$ cat src/rtl/tinker_muldiv_unit.sv
`default_nettype none
// +--------------------------------------------------------------------------+
// | tinker_muldiv_unit: radix-2 iterative MUL/MULH/DIV/REM with valid/ready;  |
// | signed support under TINKER_MULDIV_SIGNED_EN.   Revision: 1.0            |
// +--------------------------------------------------------------------------+
module tinker_muldiv_unit #(
  parameter int W     = 64,
  parameter int CNT_W = $clog2(W) + 1
) (
  input  logic         clk,
  input  logic         reset,
  input  logic         in_valid,
  output logic         in_ready,
  input  logic [1:0]   op,
  input  logic         is_signed,
  input  logic [W-1:0] op_a,
  input  logic [W-1:0] op_b,
  input  logic [4:0]   rd_tag,
  input  logic         flush,
  output logic         out_valid,
  input  logic         out_ready,
  output logic [W-1:0] result,
  output logic [4:0]   rd_tag_out,
  output logic         div_by_zero
);

  typedef enum logic [1:0] {S_IDLE, S_RUN, S_FIX, S_DONE} state_t;

  localparam logic [CNT_W-1:0] c_cnt_init = CNT_W'(W);
  localparam logic [CNT_W-1:0] c_cnt_last = CNT_W'(1);

  state_t           state_q, state_d;
  logic [CNT_W-1:0] cnt_q, cnt_d;
  logic [1:0]       op_q, op_d;
  logic             bzero_q, bzero_d;
  logic [W-1:0]     opb_q, opb_d;
  logic [2*W-1:0]   acc_q, acc_d;
  logic [W-1:0]     result_q, result_d;
  logic [4:0]       tag_q, tag_d;
  logic             dbz_q, dbz_d;

  logic [W-1:0]     w_a_mag, w_b_mag;
  logic [2*W-1:0]   w_prod_fix;
  logic [W-1:0]     w_quo_fix, w_rem_fix;

`ifdef TINKER_MULDIV_SIGNED_EN
  logic neg_q, neg_d;
  logic w_sa, w_sb, w_neg_new;

  assign w_sa      = is_signed & op_a[W-1];
  assign w_sb      = is_signed & op_b[W-1];
  assign w_a_mag   = w_sa ? -op_a : op_a;
  assign w_b_mag   = w_sb ? -op_b : op_b;
  // A zero divisor must yield an all-ones quotient, so its sign is never applied.
  assign w_neg_new = (op == 2'b11) ? w_sa
                                   : ((w_sa ^ w_sb) & ~(op[1] & (op_b == '0)));
  assign w_prod_fix = neg_q ? -acc_q : acc_q;
  assign w_quo_fix  = neg_q ? -acc_q[W-1:0] : acc_q[W-1:0];
  assign w_rem_fix  = neg_q ? -acc_q[2*W-1:W] : acc_q[2*W-1:W];
`else
  logic unused_is_signed;

  assign unused_is_signed = is_signed;
  assign w_a_mag    = op_a;
  assign w_b_mag    = op_b;
  assign w_prod_fix = acc_q;
  assign w_quo_fix  = acc_q[W-1:0];
  assign w_rem_fix  = acc_q[2*W-1:W];
`endif

  // Multiply: multiplier sits in the low half and is consumed LSB first.
  logic [W:0]       w_mul_hi;
  logic [2*W-1:0]   w_mul_next;
  assign w_mul_hi   = {1'b0, acc_q[2*W-1:W]} + (acc_q[0] ? {1'b0, opb_q} : {(W+1){1'b0}});
  assign w_mul_next = {w_mul_hi, acc_q[W-1:1]};

  // Divide: high half is the partial remainder, low half shifts dividend out / quotient in.
  logic [W:0]       w_shift;
  logic             w_ge;
  logic [W-1:0]     w_sub;
  logic [2*W-1:0]   w_div_next;
  assign w_shift    = {acc_q[2*W-1:W], acc_q[W-1]};
  assign w_ge       = (w_shift >= {1'b0, opb_q});
  assign w_sub      = w_shift[W-1:0] - opb_q;
  assign w_div_next = {(w_ge ? w_sub : w_shift[W-1:0]), acc_q[W-2:0], w_ge};

  always_comb begin
    state_d  = state_q;
    cnt_d    = cnt_q;
    op_d     = op_q;
    bzero_d  = bzero_q;
    opb_d    = opb_q;
    acc_d    = acc_q;
    result_d = result_q;
    tag_d    = tag_q;
    dbz_d    = dbz_q;
`ifdef TINKER_MULDIV_SIGNED_EN
    neg_d    = neg_q;
`endif
    if (flush) begin
      state_d = S_IDLE;
    end else begin
      case (state_q)
        S_IDLE: begin
          if (in_valid) begin
            state_d = S_RUN;
            cnt_d   = c_cnt_init;
            op_d    = op;
            tag_d   = rd_tag;
            bzero_d = (op_b == '0);
            opb_d   = w_b_mag;
            acc_d   = {{W{1'b0}}, w_a_mag};
`ifdef TINKER_MULDIV_SIGNED_EN
            neg_d   = w_neg_new;
`endif
          end
        end
        S_RUN: begin
          cnt_d = cnt_q - c_cnt_last;
          acc_d = op_q[1] ? w_div_next : w_mul_next;
          if (cnt_q == c_cnt_last) state_d = S_FIX;
        end
        S_FIX: begin
          case (op_q)
            2'b00:   result_d = w_prod_fix[W-1:0];
            2'b01:   result_d = w_prod_fix[2*W-1:W];
            2'b10:   result_d = w_quo_fix;
            default: result_d = w_rem_fix;
          endcase
          dbz_d   = op_q[1] & bzero_q;
          state_d = S_DONE;
        end
        default: begin
          if (out_ready) state_d = S_IDLE;
        end
      endcase
    end
  end

  always_ff @(posedge clk) begin
    if (reset) begin
      state_q  <= S_IDLE;
      cnt_q    <= '0;
      op_q     <= '0;
      bzero_q  <= 1'b0;
      opb_q    <= '0;
      acc_q    <= '0;
      result_q <= '0;
      tag_q    <= '0;
      dbz_q    <= 1'b0;
`ifdef TINKER_MULDIV_SIGNED_EN
      neg_q    <= 1'b0;
`endif
    end else begin
      state_q  <= state_d;
      cnt_q    <= cnt_d;
      op_q     <= op_d;
      bzero_q  <= bzero_d;
      opb_q    <= opb_d;
      acc_q    <= acc_d;
      result_q <= result_d;
      tag_q    <= tag_d;
      dbz_q    <= dbz_d;
`ifdef TINKER_MULDIV_SIGNED_EN
      neg_q    <= neg_d;
`endif
    end
  end

  assign in_ready    = (state_q == S_IDLE);
  assign out_valid   = (state_q == S_DONE);
  assign result      = result_q;
  assign rd_tag_out  = tag_q;
  assign div_by_zero = dbz_q;

endmodule
`default_nettype wire

$ cat config.mk
export PLATFORM = sky130hd
export DESIGN_NAME = tinker_muldiv_unit
export DESIGN_NICKNAME = d
export VERILOG_FILES = /design/src/rtl/tinker_muldiv_unit.sv
export SDC_FILE = /design/constraint.sdc
export NUM_CORES = 1
export LEC_CHECK = 0
export CAP_MARGIN = 25
export CELL_PAD_IN_SITES_DETAIL_PLACEMENT = 1
export CELL_PAD_IN_SITES_GLOBAL_PLACEMENT = 1
export CORE_ASPECT_RATIO = 1.5
export CORE_MARGIN = 4
export CORE_UTILIZATION = 43
export CTS_BUF_LIST = sky130_fd_sc_hd__clkbuf_16
export DETAILED_ROUTE_END_ITERATION = 6
export PLACE_DENSITY = 0.79
export REMOVE_ABC_BUFFERS = 1
export SLEW_MARGIN = 30
export SYNTH_ARGS = -nofsm -noshare
export SYNTH_HDL_FRONTEND = slang
export SYNTH_SLANG_ARGS = --single-unit
$ cat constraint.sdc
create_clock -name clk -period 4.86 [get_ports clk]
set_input_delay 0.972 -clock clk [delete_from_list [all_inputs] [get_ports clk]]
set_output_delay 0.972 -clock clk [all_outputs]
set_load 0.02 [all_outputs]
==> impl_metrics.csv <==
group,metric,value,unit
setup_path,worst_setup_path_end_kind,"flip-flop",
sta,rsz0062_at_grt,"no",
cells_and_area,n_antenna_cell,0,
synth,synthXorXnorAreaFrac,4.291,%
power,power,0.006042,W
outcome,outcome,"complete, no violations",
clock_network,numCtsBuffers,30,
setup_path,crit_chain,"and2_1 > ha_1 > inv_1 > fa_1 > nand2b_1 > a21oi_1 > o311a_1 > a21oi_1 > o21ai_1 > or4b_1 > a211oi_1 > buf_4 > nor3_2 > xnor2_1 > a221o_1",
global_routing,antenna_found_initial,0,
worst_hold_path,hp-class,"reg2reg",
power,pwr-share-comb,19.1,%
cells_and_area,stdcell_area,0.02435,sq mm
cells_and_area,layout.nets,3155,
synth,yosysWarnings,0,
global_routing,grt_pass1_wl,128700,microns
die,dieArea,0.05158,sq mm
cells_and_area,seq_area,0.005493,sq mm
synth,synth.most_common_cell,"nor2_1",
detailed_routing,vias,21620,
clock_network,worst_skew_pair.late_latency,0.59,ns
power,p_int,0.004209,W
synth,synth_compound_area_share,26.83,%
sta,slew_viol_final,0,
global_routing,use_met3,2.551,%
detailed_routing,ant_nets,0,
synth,synthFlopType,"dfxtp_1",
global_routing,gr-usage-met1,32.82,%
place,gp_congestion,0.9293,
power,seqPwrFrac,39.9,%
sta,fin_skew,0.01284,ns
place,port_buffers,211,
power,leakagePower,9.249,nW
sta,timing.setup.tns,0,ns
global_routing,grt-ovfl-total,0,
synth,yosysTopAreaCell,"dfxtp_1",
sta,period_minus_slack,4.451,ns
synth,yosysUniqueCellTypes,83,
synth,ys_async_sr_fraction,0,%
detailed_routing,wirelength,81940,microns
clock_network,cts_tree,"built",
cells_and_area,instances_no_fill,3502,
cells_and_area,areaGrowthSynthToFinish,18.14,%
die,dieWidth,186.8,microns
synth,avgSynthCellArea,7.466,sq um
clock_network,ctsResizeCount,0,
synth,synth_seq_cells,274,
setup_path,critPathSlowestCell,"or4b_1",
synth,synth_mux_area_share,6.962,%
die,core_area,0.04758,sq mm
die,die-height,276.2,microns
clock_network,clk_pin_slew,0.07,ns
sta,worst_slew_pin_slew,1.018,ns
place,placed_cell_area,0.02331,sq mm
setup_path,crit_type,"reg2reg",
cells_and_area,post-route-util,51.19,%
setup_path,cp_common_cell,"a21oi_1",
synth,synth_top_area_share,26.61,%
die,placementRows,98,
synth,synthCells,2761,
clock_network,holdBufCountCts,0,
power,power_frac_clock,41.0,%
detailed_routing,drc,0,
sta,relSlewSlack,31.52,%
setup_path,critical-path-max-stage-delay,0.65,ns
power,ir_drop,0.2857,mV
global_routing,grt_pass1_vias,23400,
clock_network,htreeDepth,1,
global_routing,grt_max_degree,99,
clock_network,cts_setup_buffers,0,
run,max_cap_violations,0,
sta,setup_violations,0,
power,power.share.switching,30.35,%
clock_network,cts_num_sinks,274,
setup_path,crit_path_max_fanout,7,
setup_path,cp_num_buf_inv,2,
place,place_inst,3446,
global_routing,grt.total_usage,30.40,%
place,hpwl,61900,microns
power,p_sw,0.001834,W
die,initial_utilization,43.33,%
sta,final-hold-violation-count,0,
synth,syn_area,0.02061,sq mm
die,io_pins,213,
sta,max_freq,224.7,MHz
clock_network,clockBufferDepth,3,
synth,synth_top_family_by_area,"compound AO/OA/AOI/OAI gates",
synth,synth_commonest_cells,"327 x nor2_1, 318 x nand2_1, 274 x dfxtp_1, 269 x a21oi_1, 157 x clkbuf_1",
global_routing,gr-usage-met2,58.80,%
detailed_routing,drtPass1Iterations,5,
setup_path,worstPathRequired,5.34,ns
setup_path,worstPathArrival,4.93,ns
power,powerDensity,248.1,mW/mm^2
clock_network,root_buffer,"clkbuf_16",
cells_and_area,drive_above_1_share,4.893,%
global_routing,busiest_layer,"met2",
detailed_routing,wire_per_inst,23.40,microns
setup_path,critPathTopFamily,"compound AO/OA/AOI/OAI gates",
synth,ys_seq_area_share,26.61,%
cells_and_area,nFillCells,5884,
synth,yosys.area_share.simple,21.36,%
synth,synth-adder-area-share,8.327,%
sta,fin_crit_sh,91.58,%
detailed_routing,avgViaCountPerCell,6.174,
cells_and_area,multiInputGateArea,0.01402,sq mm
synth,synth_edf_count,0,
synth,synthTopCellsByArea,"dfxtp_1 27%, ha_1 8.1%, mux2i_1 6.8%",
setup_path,worstSetupStartpointType,"flip-flop",
detailed_routing,first_iter_violations,1065,
[through the flow]
| stage | worst slack (ns) | hold WS (ns) |
|---|---|---|
| 2_1_floorplan | -2.141 | 0.4260 |
| 3_3_place_gp | 0.5838 | 0.4375 |
| 3_5_place_dp | 0.4760 | 0.4527 |
| 4_1_cts | 0.4439 | 0.4610 |
| 5_1_grt | 0.3009 | 0.4845 |
| 6_report | 0.4094 | 0.4622 |
[worst register-to-register path, stage by stage, from the launching register on]
cell and delay, ns:
dfxtp_1 0.46, and2_1 0.17, ha_1 0.19, inv_1 0.07, fa_1 0.38, nand2b_1 0.19, a21oi_1 0.29, o311a_1 0.30
a21oi_1 0.19, o21ai_1 0.42, or4b_1 0.65, a211oi_1 0.31, buf_4 0.18, nor3_2 0.06, xnor2_1 0.16, a221o_1 0.30
[layer usage]
| layer | wire length [microns] | up-vias |
|---|---|---|
| met4 | 4540 | 0 |
| li1 | - | 10210 |
| met5 | 0 | - |
| met2 | 43560 | 512 |
| met3 | 2613 | 212 |
| met1 | 31230 | 10690 |
[power by group through the flow]
stage	logic [W]	registers, W	clock network (W)
after CTS	0.00115	0.00241	0.00251
final	0.00115	0.00241	0.00248
after detailed placement	0.00114	0.00246	0
after floorplan	0.000664	0.00245	0
after global routing	0.00125	0.00242	0.00261
after global placement	0.00110	0.00245	0
[layout by cell type (no fill, tap or decap), types with 7 or more instances in the layout]
cell,count
a211o_1,12
a211oi_1,86
a21o_1,54
a21oi_1,269
a221oi_1,70
a22o_1,12
a22oi_1,8
a311oi_1,7
a31oi_1,22
and2_1,77
and3_1,12
buf_4,55
clkbuf_16,31
clkdlybuf4s50_1,210
clkinv_1,7
dfxtp_1,272
ha_1,134
inv_1,113
mux2i_1,140
nand2_1,318
nand2b_1,15
nand3_1,55
nand4_1,46
nor2_1,323
nor2b_1,12
nor3_1,40
nor4_1,26
o211ai_1,17
o21a_1,18
o21ai_0,137
o21bai_1,22
o221ai_1,11
o31ai_1,14
or3_1,13
xnor2_1,65
xor2_1,36
[final timing paths]
path | depth (start not counted) | from | slack [ns] | to
worst min-delay path | 2 | bzero_q$_SDFFE_PP0P_ | 0.46 | bzero_q$_SDFFE_PP0P_
worst max register to register | 15 | acc_q[0]$_SDFFE_PP0P_ | 0.41 | acc_q[119]$_SDFFE_PP0P_
worst min register to register | 2 | bzero_q$_SDFFE_PP0P_ | 0.46 | bzero_q$_SDFFE_PP0P_
worst max-delay path | 15 | acc_q[0]$_SDFFE_PP0P_ | 0.41 | acc_q[119]$_SDFFE_PP0P_
[state kept, by name (all words and copies together) (netlist names)]
register     count
div_by_zero      1
bzero_q          1
rd_tag_out       5
acc_q          128
op_q             2
opb_q           64
state_q          2
result          64
cnt_q            7
[kinds of logic after synthesis]
kind of cell / after synthesis
flops: 274
simple gates: 971
fa+ha+maj: 136
buf+inv: 298
xor+xnor: 101
compound gates: 838
mux: 143
[layout make-up]
type / instances / share of cell area, %
Tap cell: 600 / 3.083
Sequential cell: 274 / 22.55
Inverter: 112 / 1.726
Timing Repair Buffer: 271 / 10.81
Multi-Input combinational cell: 2189 / 57.56
Clock buffer: 31 / 3.185
Clock inverter: 25 / 1.079
No activity file was read; power rests on OpenSTA's default activity.
